==> src/rtl/ap_mon_pkg.sv <==
// Shared FSM state type and readout field map for the ap_ctrl performance monitor.
package ap_mon_pkg;

    typedef enum logic [1:0] {
        IDLE = 2'd0,
        RUN  = 2'd1,
        HOLD = 2'd2
    } ap_state_e;

    localparam int RD_FIELDS = 8;

    localparam logic [2:0] RD_TXN   = 3'd0;
    localparam logic [2:0] RD_LAST  = 3'd1;
    localparam logic [2:0] RD_MIN   = 3'd2;
    localparam logic [2:0] RD_MAX   = 3'd3;
    localparam logic [2:0] RD_STALL = 3'd4;
    localparam logic [2:0] RD_READY = 3'd5;
    localparam logic [2:0] RD_STATE = 3'd6;
    localparam logic [2:0] RD_ZERO  = 3'd7;

endpackage

==> src/rtl/ap_mon_channel.sv <==
// One ap_ctrl channel: handshake FSM, latency timing and saturating statistics.
module ap_mon_channel
    import ap_mon_pkg::*;
#(
    parameter int CNT_W   = 32,
    parameter int TIMEOUT = 100000
) (
    input  logic             clock,
    input  logic             reset,
    input  logic             hold_i,
    input  logic             start_i,
    input  logic             ready_i,
    input  logic             done_i,
    input  logic             cont_i,
    output ap_state_e        state_o,
    output logic             timeout_o,
    output logic [CNT_W-1:0] txn_o,
    output logic [CNT_W-1:0] last_o,
    output logic [CNT_W-1:0] min_o,
    output logic [CNT_W-1:0] max_o,
    output logic [CNT_W-1:0] stall_o,
    output logic [CNT_W-1:0] ready_o
);

    localparam logic [63:0]      CNT_MAX  = (64'd1 << CNT_W) - 64'd1;
    localparam bit               TO_REACH = (64'(TIMEOUT) <= CNT_MAX);
    localparam logic [CNT_W-1:0] TO_VAL   = CNT_W'(TIMEOUT);
    localparam logic [CNT_W-1:0] LAT_ONE  = CNT_W'(1);

    ap_state_e        state_q;
    logic             timeout_q;
    logic [CNT_W-1:0] lat_q, txn_q, last_q, min_q, max_q, stall_q, ready_q;

    function automatic logic [CNT_W-1:0] sat_inc(input logic [CNT_W-1:0] v);
        return (&v) ? v : v + LAT_ONE;
    endfunction

    // lat_q always holds the count for the current cycle, so the flag is
    // evaluated against the count the channel is about to enter.
    function automatic logic reach(input logic [CNT_W-1:0] v);
        return TO_REACH && (v >= TO_VAL);
    endfunction

    always_ff @(posedge clock) begin
        if (reset) begin
            state_q   <= IDLE;
            timeout_q <= 1'b0;
            lat_q     <= '0;
            txn_q     <= '0;
            last_q    <= '0;
            min_q     <= '1;
            max_q     <= '0;
            stall_q   <= '0;
            ready_q   <= '0;
        end else if (!hold_i) begin
            if (ready_i) ready_q <= sat_inc(ready_q);
            case (state_q)
                IDLE: begin
                    if (start_i) begin
                        state_q   <= RUN;
                        lat_q     <= LAT_ONE;
                        timeout_q <= timeout_q | reach(LAT_ONE);
                    end
                end
                RUN: begin
                    if (done_i) begin
                        txn_q  <= sat_inc(txn_q);
                        last_q <= lat_q;
                        if (lat_q < min_q) min_q <= lat_q;
                        if (lat_q > max_q) max_q <= lat_q;
                        if (!cont_i) begin
                            state_q <= HOLD;
                            lat_q   <= '0;
                        end else if (start_i) begin
                            lat_q     <= LAT_ONE;
                            timeout_q <= timeout_q | reach(LAT_ONE);
                        end else begin
                            state_q <= IDLE;
                            lat_q   <= '0;
                        end
                    end else begin
                        lat_q     <= sat_inc(lat_q);
                        timeout_q <= timeout_q | reach(sat_inc(lat_q));
                    end
                end
                default: begin
                    if (cont_i) begin
                        if (start_i) begin
                            state_q   <= RUN;
                            lat_q     <= LAT_ONE;
                            timeout_q <= timeout_q | reach(LAT_ONE);
                        end else begin
                            state_q <= IDLE;
                        end
                    end else begin
                        stall_q <= sat_inc(stall_q);
                    end
                end
            endcase
        end
    end

    assign state_o   = state_q;
    assign timeout_o = timeout_q;
    assign txn_o     = txn_q;
    assign last_o    = last_q;
    assign min_o     = min_q;
    assign max_o     = max_q;
    assign stall_o   = stall_q;
    assign ready_o   = ready_q;

endmodule

==> src/rtl/ap_ctrl_perf_monitor.sv <==
// Multi-channel ap_ctrl performance monitor with freeze-on-finish and a registered readout port.
module ap_ctrl_perf_monitor
    import ap_mon_pkg::*;
#(
    parameter int  NUM_CH  = 4,
    parameter int  CNT_W   = 32,
    parameter int  TIMEOUT = 100000,
    localparam int CH_W    = (NUM_CH > 1) ? $clog2(NUM_CH) : 1,
    localparam int SEL_W   = $clog2(RD_FIELDS)
) (
    input  logic              clock,
    input  logic              reset,
    input  logic              finish,
    input  logic [NUM_CH-1:0] ap_start,
    input  logic [NUM_CH-1:0] ap_ready,
    input  logic [NUM_CH-1:0] ap_done,
    input  logic [NUM_CH-1:0] ap_continue,
    input  logic [CH_W-1:0]   rd_ch,
    input  logic [SEL_W-1:0]  rd_sel,
    output logic [CNT_W-1:0]  rd_data,
    output logic [NUM_CH-1:0] timeout,
    output logic              all_idle
);

    ap_state_e        st    [NUM_CH];
    logic [CNT_W-1:0] txn   [NUM_CH];
    logic [CNT_W-1:0] last  [NUM_CH];
    logic [CNT_W-1:0] mn    [NUM_CH];
    logic [CNT_W-1:0] mx    [NUM_CH];
    logic [CNT_W-1:0] stall [NUM_CH];
    logic [CNT_W-1:0] rdy   [NUM_CH];
    logic [CNT_W-1:0] rd_d, rd_q;
    logic             frozen_q;
    logic             hold;

    // The finish cycle itself is already frozen, hence the OR with the live input.
    assign hold = finish | frozen_q;

    always_ff @(posedge clock) begin
        if (reset) begin
            frozen_q <= 1'b0;
        end else if (finish) begin
            frozen_q <= 1'b1;
        end
    end

    for (genvar i = 0; i < NUM_CH; i++) begin : g_ch
        ap_mon_channel #(
            .CNT_W   (CNT_W),
            .TIMEOUT (TIMEOUT)
        ) u_ch (
            .clock     (clock),
            .reset     (reset),
            .hold_i    (hold),
            .start_i   (ap_start[i]),
            .ready_i   (ap_ready[i]),
            .done_i    (ap_done[i]),
            .cont_i    (ap_continue[i]),
            .state_o   (st[i]),
            .timeout_o (timeout[i]),
            .txn_o     (txn[i]),
            .last_o    (last[i]),
            .min_o     (mn[i]),
            .max_o     (mx[i]),
            .stall_o   (stall[i]),
            .ready_o   (rdy[i])
        );
    end

    always_comb begin
        all_idle = 1'b1;
        for (int i = 0; i < NUM_CH; i++) begin
            if (st[i] != IDLE) all_idle = 1'b0;
        end
    end

    always_comb begin
        rd_d = '0;
        if (32'(rd_ch) < NUM_CH) begin
            case (rd_sel)
                RD_TXN:   rd_d = txn[rd_ch];
                RD_LAST:  rd_d = last[rd_ch];
                RD_MIN:   rd_d = mn[rd_ch];
                RD_MAX:   rd_d = mx[rd_ch];
                RD_STALL: rd_d = stall[rd_ch];
                RD_READY: rd_d = rdy[rd_ch];
                RD_STATE: rd_d = CNT_W'({st[rd_ch], timeout[rd_ch]});
                RD_ZERO:  rd_d = '0;
                default:  rd_d = '0;
            endcase
        end
    end

    always_ff @(posedge clock) begin
        if (reset) begin
            rd_q <= '0;
        end else begin
            rd_q <= rd_d;
        end
    end

    assign rd_data = rd_q;

endmodule

==> config.mk <==
export PLATFORM = sky130hd
export DESIGN_NAME = ap_ctrl_perf_monitor
export DESIGN_NICKNAME = d
export VERILOG_FILES = /design/src/rtl/ap_mon_pkg.sv /design/src/rtl/ap_mon_channel.sv /design/src/rtl/ap_ctrl_perf_monitor.sv
export SDC_FILE = /design/constraint.sdc
export NUM_CORES = 2
export LEC_CHECK = 0
export CAP_MARGIN = 20
export CELL_PAD_IN_SITES_DETAIL_PLACEMENT = 1
export CELL_PAD_IN_SITES_GLOBAL_PLACEMENT = 1
export CORE_MARGIN = 3
export CORE_UTILIZATION = 49
export DETAILED_ROUTE_END_ITERATION = 12
export PLACE_DENSITY = 0.78
export SYNTH_ARGS = -nofsm -noshare
export SYNTH_HDL_FRONTEND = slang
export SYNTH_SLANG_ARGS = --single-unit
==> constraint.sdc <==
create_clock -name clock -period 4.61 [get_ports clock]
set_input_delay 0.922 -clock clock [delete_from_list [all_inputs] [get_ports clock]]
set_output_delay 0.922 -clock clock [all_outputs]
set_load 0.02 [all_outputs]
* After elaboration in Yosys (flattened, before gate mapping)
Index checks and enable logic that the tools add are counted.
Operators by class: bitwise logic cells 31, reductions and logical operators 69, order comparisons 14, equal/unequal tests 23, mux-type cells 84, add/subtract/negate cells 16
Operator list (number):
- two-way mux 32 bit | 32
- adder 32 x 1 -> 32 bit (second input constant) | 16
- AND reduction 32 bit | 16
- binary-select mux 32 bit (select 2 bit) | 6
- case mux 32 bit (2 select lines) | 4
- case mux 32 bit (8 select lines) | 1
- >= comparator 32 x 17 -> 1 bit (second input constant) | 4
- greater-than comparator 32 bit | 4
- less-than comparator 32 bit | 4
- AND reduction 4 bit | 16
- two-way mux 2 bit | 22
- AND reduction 3 bit | 12
- inverter 1 bit | 25
- AND reduction 5 bit | 4
- != test 2 bit (second input constant) | 8
- case mux 2 bit (2 select lines) | 4
- two-way mux 1 bit | 13
- equality test 3 bit (second input constant) | 4
- != test 3 bit (second input constant) | 4
- nonzero test 3 bit | 4
- equality test 2 x 1 -> 1 bit (second input constant) | 4
- logical NOT 2 bit | 4
- AND reduction 2 bit | 4
- nonzero test 2 bit | 4
- other kinds (10) | 18
Word-level totals: input bits 24, bits in registers 941, logic and storage cells 275, output and inout bits 37

* Depth between registers and ports, before layout
word-level depth 5, gate-level depth with buffers 12

* Cells and area by module
From an unflattened synthesis, not the netlist that was laid out.
Unflattened totals: cells, all modules 6554, area total of the unflattened synthesis 55535.8 µm²
Modules (own cells, without submodules):
- ap_mon_channel at g_ch[0].u_ch ... | area an instance 11976.5 µm², seq. area each 4544.4 µm², cells an instance 1448, times used 3
- ap_mon_channel at g_ch[3].u_ch | area an instance 12634.6 µm², seq. area each 4544.4 µm², cells an instance 1539, times used 1
- ap_ctrl_perf_monitor | area an instance 6971.7 µm², seq. area each 660.6 µm², cells an instance 671, times used 1

* Worst setup path before layout
Ideal clock, no wire load.
path type reg2reg, start register g_ch[1].u_ch.lat_q[1], end register g_ch[1].u_ch.timeout_q, stages on the path, launching flop included 10, library setup time 0.119 ns, period minus slack after synthesis 3.479 ns, arrival 3.361 ns, buffers on the path 0, data required time 4.491 ns, path slack 1.131 ns, cell sequence dfxtp_1 > ha_1 > nand4_1 > or4_4 > or3_1 > mux2i_1 > a211o_1 > or4_1 > or4_1 > o221a_1
On the way: cells in the longest elaborated chain, start to end 4
Ends and longest elaborated chain:
- from (decl) | RTL line ap_mon_channel.sv:32 | logic [CNT_W-1:0] lat_q, txn_q, last_q, min_q, max_q, stall_q, ready_q;
- from (signal assigned) | RTL line ap_mon_channel.sv:82 | lat_q <= sat_inc(lat_q);
- adder 32 x 1 -> 32 bit or AND reduction 32 bit (tied branches) | RTL line ap_mon_channel.sv:35 | return (&v) ? v : v + LAT_ONE;
- two-way mux 32 bit (*)
- >= comparator 32 x 17 -> 1 bit (*) | RTL line ap_mon_channel.sv:41 | return TO_REACH && (v >= TO_VAL);
- bitwise OR 1 bit (*) | RTL line ap_mon_channel.sv:83 | timeout_q <= timeout_q | reach(sat_inc(lat_q));
- to (signal assigned) | RTL line ap_mon_channel.sv:62 | timeout_q <= timeout_q | reach(LAT_ONE);
- to (signal assigned) | RTL line ap_mon_channel.sv:83
- to (signal assigned) | RTL line ap_mon_channel.sv:91 | timeout_q <= timeout_q | reach(LAT_ONE);
- to (decl) | RTL line ap_mon_channel.sv:31 | logic timeout_q;
Every way passes the cells marked *; elsewhere a longest branch is shown, timed or not. A chain may end at the register's enable or synchronous reset.

* Worst setup path in the final report
Same ends and word-level chain as after synthesis.

==> flow_metrics.py <==
metrics = {
    "layout": {
        "fin_nets": 6478,
        "multi_input_area_um2": 31200,
        "nFillCells": 12439,
        "area_growth_pct": 11.9,
        "fin_area_um2": 59200,
        "regArea_um2": 18800,
        "drive_gt1_frac": 0.101,
        "stdcell_count": 7679,
    },
    "floorplan": {
        "die_area_um2": 112000,
        "die_w_um": 335,
        "design.core.area_um2": 106000,
        "rows": 119,
        "dieHeight_um": 335,
        "io_pins": 61,
        "start_util": 0.498,
    },
    "clock_tree": {
        "cts_tree": "done",
        "ctsHoldBuffers": 0,
        "clk_latency_ps": 730,
        "numCtsBuffers": 107,
        "clockBufferDepth": 3,
        "clk_pin_slew_worst_paths_ps": 60,
        "cts_root_buf": "clkbuf_16",
        "cts-htree-levels": 3,
        "post_cts_buffers": 0,
        "cts.repair.resized": 0,
        "clock_sinks": 941,
    },
    "yosys": {
        "synth_edf_count": 0,
        "syn-num-nets": 6544,
        "ys_seq_elements": 941,
        "syn_area_um2": 52900,
        "ys_warn_count": 0,
        "synth_top_area_cell": "dfxtp_1",
        "synth_cell_types": 85,
        "ys.flop_type": "dfxtp_1",
        "synthCells": 6252,
        "synthArstFlopShare": 0,
        "yosysSeqAreaShare": 0.356,
        "ys_top_cells_by_area": "dfxtp_1 36%, mux4_2 8.1%, ha_1 6.3%",
        "netlist.area_leader.share": 0.356,
        "avgSynthCellArea_um2": 8.47,
    },
    "timing": {
        "tightest_slew_ps": 1230,
        "max_freq_ghz": 0.253,
        "final_max_slew_viol_count": 0,
        "period_minus_slack_ps": 3950,
        "fin_tns_setup_ps": 0,
        "rsz0062_at_grt": "no",
        "finalHoldViolCount": 0,
        "setup_viol": 0,
        "finalCritPeriodShare": 0.858,
        "slew_headroom": 0.183,
        "finalClockSkew_ps": 41.7,
    },
    "pwr": {
        "pwr-share-comb": 0.053,
        "power.leakage_nw": 23.2,
        "clock_power_share": 0.501,
        "swShare": 0.245,
        "power.internal_mw": 14.1,
        "seq_power_share": 0.446,
        "ir_drop_uv": 281,
        "powerDensity_nw_per_um2": 316,
        "p_sw_mw": 4.58,
    },
    "worst_hold_path": {
        "hp-class": "flip-flop to flip-flop",
    },
    "global_route": {
        "grt_max_degree": 232,
        "grt.total_usage": 0.358,
        "grt_pass1_vias": 48493,
        "grt_pass1_wl_um": 307000,
        "gr-total-overflow": 0,
        "antenna_found_initial": 20,
    },
    "route": {
        "drc": 0,
        "viasPerCell": 6.44,
        "post_drt_wl_per_cell_um": 26.7,
        "routed_wirelength_um": 205000,
        "num_vias": 49447,
        "dr.pass1.iters": 5,
        "ant_nets": 0,
        "first_iter_violations": 5158,
    },
    "setup_path": {
        "required_ps": 5210,
        "worstSetupStartpointType": "flip-flop",
        "ff2ff_setup_slack_ps": 660,
        "arrival_ps": 4560,
        "worst_setup_path_end_kind": "flip-flop",
        "critPathKind": "flip-flop to flip-flop",
        "cp_max_fo": 9,
    },
    "placement": {
        "port_buffers": 60,
        "hpwl_um": 154000,
        "place_congestion": 1.04,
        "placed_area_um2": 55400,
        "dp.cells": 7468,
    },
    "run": {
        "maxCapViolations": 0,
    },
    "run_status": {
        "status": "finished, final reports clean",
    },
}
flip-flops by register name (all words and copies together) (netlist names), 4 cells and up:
register	flops
g_ch.u_ch.last_o	128
g_ch.u_ch.lat_q	128
g_ch.u_ch.max_o	128
g_ch.u_ch.min_o	128
g_ch.u_ch.ready_o	128
g_ch.u_ch.stall_o	128
g_ch.u_ch.txn_o	128
rd_data	32
g_ch.u_ch.state_o	8
g_ch.u_ch.timeout_o	4
worst paths after layout:
kind              cells after the start                     end                    from
hold / removal                        2  g_ch[3].u_ch.last_o[4]  g_ch[3].u_ch.last_o[4]
setup / recovery                      9  g_ch[1].u_ch.timeout_o   g_ch[1].u_ch.lat_q[1]
setup reg to reg                      9  g_ch[1].u_ch.timeout_o   g_ch[1].u_ch.lat_q[1]
hold reg to reg                       2  g_ch[3].u_ch.last_o[4]  g_ch[3].u_ch.last_o[4]
per-layer routing:
metal,up-vias,part of all wire,GRT usage
met5,-,0.00014,0
met3,356,0.087,0.0616
met4,4,0.048,0.152
met2,1960,0.43,0.538
met1,24998,0.43,0.507
li1,22129,-,-
cell usage after synthesis (all sizes together), types with 48 or more instances:
| library cell | number |
|---|---|
| and3 | 76 |
| inv | 356 |
| or3 | 80 |
| nor4 | 59 |
| a21oi | 333 |
| clkbuf | 368 |
| a31oi | 76 |
| nand3 | 223 |
| mux2i | 184 |
| buf | 69 |
| xor2 | 193 |
| ha | 268 |
| and2 | 57 |
| nor3 | 122 |
| nor2 | 765 |
| nand2 | 632 |
| a22oi | 82 |
| a21o | 60 |
| dfxtp | 941 |
| nand4 | 182 |
| and4 | 64 |
| mux4 | 191 |
| a311oi | 48 |
| xnor2 | 154 |
| o21ai | 291 |
cell type report:
| type | count | share of cell area |
|---|---|---|
| diodes | 11 | 0.000465 |
| clock buffers | 147 | 0.0520 |
| clock inverters | 53 | 0.0128 |
| inverters | 356 | 0.0226 |
| multi-input cells | 4518 | 0.526 |
| flip-flops and latches | 941 | 0.318 |
| well taps | 1391 | 0.0294 |
| repair buffers | 262 | 0.0383 |
metrics by stage:
step	util	setup slack, ps	hold WS, ps	total power, mW
floorplan	-	1130	433	9.07
global placement	0.521	547	439	9.45
detailed placement	0.521	384	447	9.47
CTS	0.557	666	455	18.7
global route	0.557	455	476	19.1
finish	0.557	657	456	18.7
logic make-up (layout without fill, tap and decap cells):
family | Yosys count | count (layout) | synth area share
compound gates | 1147 | 1147 | 0.136
xor+xnor | 347 | 347 | 0.0574
fa+ha+maj | 268 | 268 | 0.0633
buf+inv | 793 | 818 | 0.0573
flops | 941 | 941 | 0.356
mux | 378 | 378 | 0.117
other cells | 0 | 11 | 0
simple gates | 2378 | 2378 | 0.213
power by group through the flow:
| stage | sequential (mW) | combinational (mW) | clock [mW] |
|---|---|---|---|
| 3_5_place_dp | 8.50 | 0.972 | 0 |
| 4_1_cts | 8.32 | 0.978 | 9.45 |
| 6_report | 8.34 | 0.997 | 9.36 |
| 3_3_place_gp | 8.50 | 0.947 | 0 |
| 2_1_floorplan | 8.45 | 0.615 | 0 |
| 5_1_grt | 8.33 | 1.06 | 9.75 |
worst max-delay path: stages, from the launching register on:
cell and delay, ps:
dfxtp_1 540, ha_1 380, nand4_1 250, or4_4 620, or3_1 490, mux2i_1 160, a211o_1 260, or4_1 390
or4_1 520, o221a_1 230
cell usage in the layout, fill, tap and decap left out, types with 108 or more instances in the layout:
| cell | netlist | routed |
|---|---|---|
| nand2_1 | 632 | 632 |
| dfxtp_1 | 941 | 941 |
| xor2_1 | 193 | 193 |
| inv_1 | 354 | 354 |
| nor3_1 | 121 | 121 |
| mux4_2 | 191 | 191 |
| o21ai_0 | 288 | 288 |
| buf_4 | 5 | 191 |
| nand4_1 | 182 | 182 |
| a21oi_1 | 333 | 332 |
| clkbuf_16 | 0 | 108 |
| mux2i_1 | 184 | 184 |
| nand3_1 | 222 | 222 |
| ha_1 | 268 | 268 |
| nor2_1 | 764 | 762 |
| xnor2_1 | 154 | 154 |
No activity file was read; power rests on OpenSTA's default activity.
